<file path="src/rtl/axi_read_arbiter.sv">
// Two-master (IFU, LSU) to one-slave AXI4 read-channel arbiter: round-robin grant,
// a single outstanding transaction, rlast/arlen beat checking and an R-phase watchdog.
module axi_read_arbiter #(
   parameter int ADDR_W  = 32,
   parameter int DATA_W  = 64,
   parameter int ID_W    = 4,
   parameter int TIMEOUT = 1023
) (
   input  logic              clk,
   input  logic              rst,
   // IFU master
   input  logic              ifu_arvalid,
   output logic              ifu_arready,
   input  logic [ADDR_W-1:0] ifu_araddr,
   input  logic [ID_W-1:0]   ifu_arid,
   input  logic [7:0]        ifu_arlen,
   input  logic [2:0]        ifu_arsize,
   input  logic [1:0]        ifu_arburst,
   input  logic              ifu_rready,
   output logic              ifu_rvalid,
   output logic [1:0]        ifu_rresp,
   output logic [DATA_W-1:0] ifu_rdata,
   output logic              ifu_rlast,
   output logic [ID_W-1:0]   ifu_rid,
   // LSU master
   input  logic              lsu_arvalid,
   output logic              lsu_arready,
   input  logic [ADDR_W-1:0] lsu_araddr,
   input  logic [ID_W-1:0]   lsu_arid,
   input  logic [7:0]        lsu_arlen,
   input  logic [2:0]        lsu_arsize,
   input  logic [1:0]        lsu_arburst,
   input  logic              lsu_rready,
   output logic              lsu_rvalid,
   output logic [1:0]        lsu_rresp,
   output logic [DATA_W-1:0] lsu_rdata,
   output logic              lsu_rlast,
   output logic [ID_W-1:0]   lsu_rid,
   // Slave port
   output logic              axi_arvalid,
   input  logic              axi_arready,
   output logic [ADDR_W-1:0] axi_araddr,
   output logic [ID_W-1:0]   axi_arid,
   output logic [7:0]        axi_arlen,
   output logic [2:0]        axi_arsize,
   output logic [1:0]        axi_arburst,
   output logic              axi_rready,
   input  logic              axi_rvalid,
   input  logic [1:0]        axi_rresp,
   input  logic [DATA_W-1:0] axi_rdata,
   input  logic              axi_rlast,
   input  logic [ID_W-1:0]   axi_rid,
   // Status
   output logic              owner,
   output logic              busy,
   output logic              proto_err,
   output logic              timeout_err
);

   localparam int WD_W = $clog2(TIMEOUT + 1);

   typedef enum logic [1:0] {S_IDLE, S_AR, S_R} state_e;

   state_e            state_q, state_d;
   logic              owner_q, owner_d;
   logic              prio_q, prio_d;
   logic [7:0]        len_q, len_d;
   logic [8:0]        beat_q, beat_d;
   logic [WD_W-1:0]   wdog_q, wdog_d;
   logic              proto_q, proto_d;
   logic              tout_q, tout_d;

   logic ar_act, r_act, abort, fwd_r, r_beat;
   logic own_arvalid, own_rready, grant_sel;
   logic to_ifu, to_lsu;

   assign ar_act      = (state_q == S_AR);
   assign r_act       = (state_q == S_R);
   assign own_arvalid = owner_q ? lsu_arvalid : ifu_arvalid;
   assign own_rready  = owner_q ? lsu_rready  : ifu_rready;
   assign grant_sel   = (ifu_arvalid && lsu_arvalid) ? prio_q : lsu_arvalid;

   // The abort cycle also hides the beat from the owner so both sides agree nothing moved.
   assign abort  = r_act && (wdog_q == WD_W'(TIMEOUT));
   assign fwd_r  = r_act && !abort;
   assign to_ifu = fwd_r && !owner_q;
   assign to_lsu = fwd_r &&  owner_q;
   assign r_beat = axi_rvalid && axi_rready;

   assign axi_arvalid = ar_act && own_arvalid;
   assign axi_araddr  = !ar_act ? '0 : (owner_q ? lsu_araddr  : ifu_araddr);
   assign axi_arid    = !ar_act ? '0 : (owner_q ? lsu_arid    : ifu_arid);
   assign axi_arlen   = !ar_act ? '0 : (owner_q ? lsu_arlen   : ifu_arlen);
   assign axi_arsize  = !ar_act ? '0 : (owner_q ? lsu_arsize  : ifu_arsize);
   assign axi_arburst = !ar_act ? '0 : (owner_q ? lsu_arburst : ifu_arburst);
   assign ifu_arready = ar_act && !owner_q && axi_arready;
   assign lsu_arready = ar_act &&  owner_q && axi_arready;

   assign axi_rready = fwd_r && own_rready;
   assign ifu_rvalid = to_ifu && axi_rvalid;
   assign ifu_rresp  = to_ifu ? axi_rresp : '0;
   assign ifu_rdata  = to_ifu ? axi_rdata : '0;
   assign ifu_rlast  = to_ifu && axi_rlast;
   assign ifu_rid    = to_ifu ? axi_rid   : '0;
   assign lsu_rvalid = to_lsu && axi_rvalid;
   assign lsu_rresp  = to_lsu ? axi_rresp : '0;
   assign lsu_rdata  = to_lsu ? axi_rdata : '0;
   assign lsu_rlast  = to_lsu && axi_rlast;
   assign lsu_rid    = to_lsu ? axi_rid   : '0;

   assign owner       = owner_q;
   assign busy        = (state_q != S_IDLE);
   assign proto_err   = proto_q;
   assign timeout_err = tout_q;

   always_comb begin
      // NOTE: every _d gets a default before the case so no path leaves it unassigned (no latches).
      state_d = state_q;
      owner_d = owner_q;
      prio_d  = prio_q;
      len_d   = len_q;
      beat_d  = beat_q;
      wdog_d  = wdog_q;
      proto_d = proto_q;
      tout_d  = 1'b0;
      unique case (state_q)
         S_IDLE: begin
            if (ifu_arvalid || lsu_arvalid) begin
               owner_d = grant_sel;
               len_d   = grant_sel ? lsu_arlen : ifu_arlen;
               state_d = S_AR;
            end
         end
         S_AR: begin
            if (axi_arvalid && axi_arready) begin
               state_d = S_R;
               beat_d  = '0;
               wdog_d  = '0;
            end else if (!own_arvalid) begin
               state_d = S_IDLE;
            end
         end
         S_R: begin
            if (abort) begin
               state_d = S_IDLE;
               tout_d  = 1'b1;
            end else if (r_beat) begin
               beat_d = beat_q + 9'd1;
               wdog_d = '0;
               if (axi_rlast != (beat_q == {1'b0, len_q})) proto_d = 1'b1;
               if (axi_rlast) begin
                  state_d = S_IDLE;
                  prio_d  = ~owner_q;
               end
            end else begin
               wdog_d = wdog_q + WD_W'(1);
            end
         end
         default: state_d = S_IDLE;
      endcase
   end

   // NOTE: sequential state uses non-blocking assignments so all flops update from pre-edge values.
   always_ff @(posedge clk or negedge rst) begin
      if (!rst) begin
         state_q <= S_IDLE;
         owner_q <= 1'b0;
         prio_q  <= 1'b0;
         len_q   <= '0;
         beat_q  <= '0;
         wdog_q  <= '0;
         proto_q <= 1'b0;
         tout_q  <= 1'b0;
      end else begin
         state_q <= state_d;
         owner_q <= owner_d;
         prio_q  <= prio_d;
         len_q   <= len_d;
         beat_q  <= beat_d;
         wdog_q  <= wdog_d;
         proto_q <= proto_d;
         tout_q  <= tout_d;
      end
   end

endmodule

</file>
<file path="config.mk">
export PLATFORM = sky130hd
export DESIGN_NAME = axi_read_arbiter
export DESIGN_NICKNAME = d
export VERILOG_FILES = /design/src/rtl/axi_read_arbiter.sv
export SDC_FILE = /design/constraint.sdc
export NUM_CORES = 1
export LEC_CHECK = 0
export CAP_MARGIN = 0
export CORE_AREA = 2 2 146 148
export CTS_CLUSTER_SIZE = 30
export DETAILED_ROUTE_END_ITERATION = 10
export DIE_AREA = 0 0 148 150
export GPL_TIMING_DRIVEN = 1
export SLEW_MARGIN = 0
export SYNTH_ARGS = -nofsm -noshare
export SYNTH_HDL_FRONTEND = slang
export SYNTH_SLANG_ARGS = --single-unit
</file>
<file path="constraint.sdc">
create_clock -name clk -period 2.33 [get_ports clk]
set_clock_uncertainty 0.15 [all_clocks]
set_input_delay 0.3495 -clock clk [delete_from_list [all_inputs] [get_ports clk]]
set_output_delay 0.3495 -clock clk [all_outputs]
set_load 0.005 [all_outputs]
</file>
==> results.md <==
* Total number of yosys warnings at 0
* Met3 routed WL at 1819 µm
* Leakage at 4.105 nW
* HPWL Detailed at 16710 µm
* Drt wl/cell at 18.16 µm
* TNS Setup at -19.52 ns
* Synth top area cells: and2_1 24%, dfrtp_1 22%, mux2i_1 16%, nor2b_1 8.4%, o21ai_0 2.9%
* Length of routed met2 wiring at 10410 µm
* Final setup viols at 167
* Ys async rst share at 100.0%
* Crit path capture type: output port
* Yosys reg bits at 33
* Post-layout util at 40.36%
* Initial antenna violation count at 4
* Final worst slack at -0.2141 ns
* Starting density of the core at 18.26%
* Fmax at 393.1 MHz
* Tot Pwr at 0.005410 W
* Period utilization at 109.2%
* Highest Signal Layer: met5
* Port bufs at 377
* Post-synthesis instance total at 477
* Most numerous cell in the Yosys netlist: and2_1
* Nets at 1081
* CTS tree: yes
* Synthesized area per cell at 7.922 µm²
* Critical path peak fanout at 10
* CTS clk-pin slew, worst paths at 0.05 ns
* DRC at 0
* Core box area at 20690 µm²
* Fraction of layout cells with a size suffix above 1 at 32.26%
* GRT overflow at 0
* Clk Latency, worst-skew pair at 0.28 ns
* Detailed-route via count at 4949
* Max_cap viols at 0
* Prevailing post-synth register cell: dfrtp_1
* Crit Path Category: reg2out
* 1st-pass router iterations at 4
* Post-synthesis sequential area ratio at 21.85%
* WL met1 at 8810 µm
* Cts bufs inserted at 5
* HP Class: reg2reg
* Drt initial violations at 142
* RSZ-0062 raised after global routing: true
* Std-Cell Rows at 53
* Die width at 148 µm
* Drt total wl at 21350 µm
* Number of flops mapped to enable cells by yosys at 0
* Final Hold Fails at 0
* Crit path time final at 2.544 ns
* Most frequent cells after synthesis: 144 x and2_1, 60 x mux2i_1, 51 x nor2b_1, 33 x dfrtp_1, 25 x clkbuf_1
* CP arrival at 2.04 ns
* Die area at 22200 µm²
* CTS H-tree depth at 2
* WHS at 0.3119 ns
* Via/cell ratio at 4.208
* Io pins at 378
* Final antenna-violating net count at 0
* Distinct cells, synth at 49
* Clk buf depth at 2
* Synthesized Nets at 659
* Fillers at 2170
* Hold_buf cts at 0
* Largest net degree at the start of global routing at 35
* Worst endpoint required time at 1.83 ns
* All-layer global routing usage at 17.45%
* Area leader, netlist: and2_1
* Vias in the first global route at 4567
* Max_slew headroom at 69.96%
* Failing checks: negative setup slack
* Run status: complete, but fails checks
* CTS Sinks at 33
* Mapped Area at 3779 µm²
* Die Ht at 150 µm
* Worst-margin pin slew at 0.4507 ns
* Area grow syn2layout at 121.0%
* Slew Viols, Final at 0
* Root Driver: clkbuf_16
* First-pass GRT wire length at 29540 µm
* Worst VDD drop at 431.8 µV
* Gpl congestion at 0.7839
* Power Density at 647.9 nW/µm²
* Worst Setup Start Kind: flop
* Synth top area share at 23.84%
-- metrics by stage --
stage               setup slack (ns)  instance area, µm²  instances
floorplan                     0.1472                3779        477
global placement             -0.1213                8225       1143
detailed placement           -0.1128                8225       1143
CTS                          -0.2564                8418       1167
global route                 -0.3070                8346       1174
finish                       -0.2141                8351       1176
-- timing repair --
| action | CTS | global route |
|---|---|---|
| gates cloned | 7 | 1 |
| hold endpoints to repair | 0 | 0 |
| setup endpoints to repair | 189 | 202 |
| setup buffers | 14 | 9 |
| pin swaps | 6 | 7 |
| resized for setup | 445 | 165 |
-- critical path, cell delays in order, from the launching register on --
cell	delay, ns
dfrtp_1	0.35
ha_2	0.19
nand3_2	0.08
o31ai_2	0.25
buf_4	0.18
nor2_4	0.04
buf_12	0.14
bufbuf_16	0.27
and2_1	0.15
buf_2	0.13
-- power by group --
part	switching [W]	internal, W	leakage, nW	total [W]
logic	0.00163	0.00233	3.60	0.00396
clock network	0.000229	0.000419	0.0700	0.000648
registers	0.000101	0.000701	0.440	0.000801
total	0.00196	0.00345	4.11	0.00541
-- area by class of cell --
cell class / instances / area [µm²] / area share, %
clock buffer: 7 / 142.6 / 1.708
tap: 275 / 344.1 / 4.120
timing repair buffer: 449 / 4074 / 48.79
multi-input combinational: 400 / 2920 / 34.97
sequential: 33 / 827.0 / 9.904
inverter: 10 / 37.54 / 0.4495
antenna: 2 / 5.005 / 0.05993
-- worst paths after layout --
path	start	end	slack, ns	cells past startpoint
max	wdog_q[1]$_DFFE_PN0P_	ifu_rdata[49]	-0.21	9
min	proto_err$_DFFE_PN0P_	proto_err$_DFFE_PN0P_	0.31	1
max reg2reg	wdog_q[1]$_DFFE_PN0P_	wdog_q[7]$_DFFE_PN0P_	-0.05	9
min reg2reg	proto_err$_DFFE_PN0P_	proto_err$_DFFE_PN0P_	0.31	1
max in group asynchronous	rst	owner$_DFFE_PN0P_	1.35	2
min in group asynchronous	rst	len_q[3]$_DFFE_PN0P_	0.34	2
-- per-layer routing --
metal / GRT usage, % / vias to the layer above
met5: 0 / -
met4: 2.524 / 2
met3: 5.091 / 17
met2: 29.12 / 202
met1: 22.85 / 2262
li1: - / 2466
-- cells by family after synthesis --
group	count (synthesis)	synth area share, %
and+or+nand+nor	270	42.55
muxes	64	17.19
AOI/OAI and AO/OA	52	10.10
buffers and inverters	44	4.570
DFF	33	21.85
xor gates and xnor gates	9	2.086
adders and majority gates	5	1.656
-- state kept, by name (all words and copies together) (netlist names) --
signal / flops
prio_q: 1
beat_q: 9
wdog_q: 10
proto_err: 1
owner: 1
len_q: 8
state_q: 2
timeout_err: 1
-- cells in the final DEF, fill, tap and decap left out, types with 9 or more instances in the layout --
| master | netlist | routed |
|---|---|---|
| inv_1 | 10 | 9 |
| clkbuf_2 | 0 | 77 |
| buf_2 | 3 | 47 |
| clkdlybuf4s50_1 | 0 | 209 |
| nand2_1 | 22 | 21 |
| and2_4 | 0 | 41 |
| dlymetal6s2s_1 | 0 | 17 |
| nor2_1 | 13 | 11 |
| and2_1 | 144 | 103 |
| dfrtp_1 | 33 | 32 |
| nand3_1 | 9 | 9 |
| buf_4 | 1 | 43 |
| mux2i_1 | 60 | 60 |
| o21ai_0 | 22 | 22 |
| nor2b_1 | 51 | 50 |
| buf_6 | 0 | 31 |
| buf_12 | 0 | 10 |
Power figures use the tool's default switching activity.
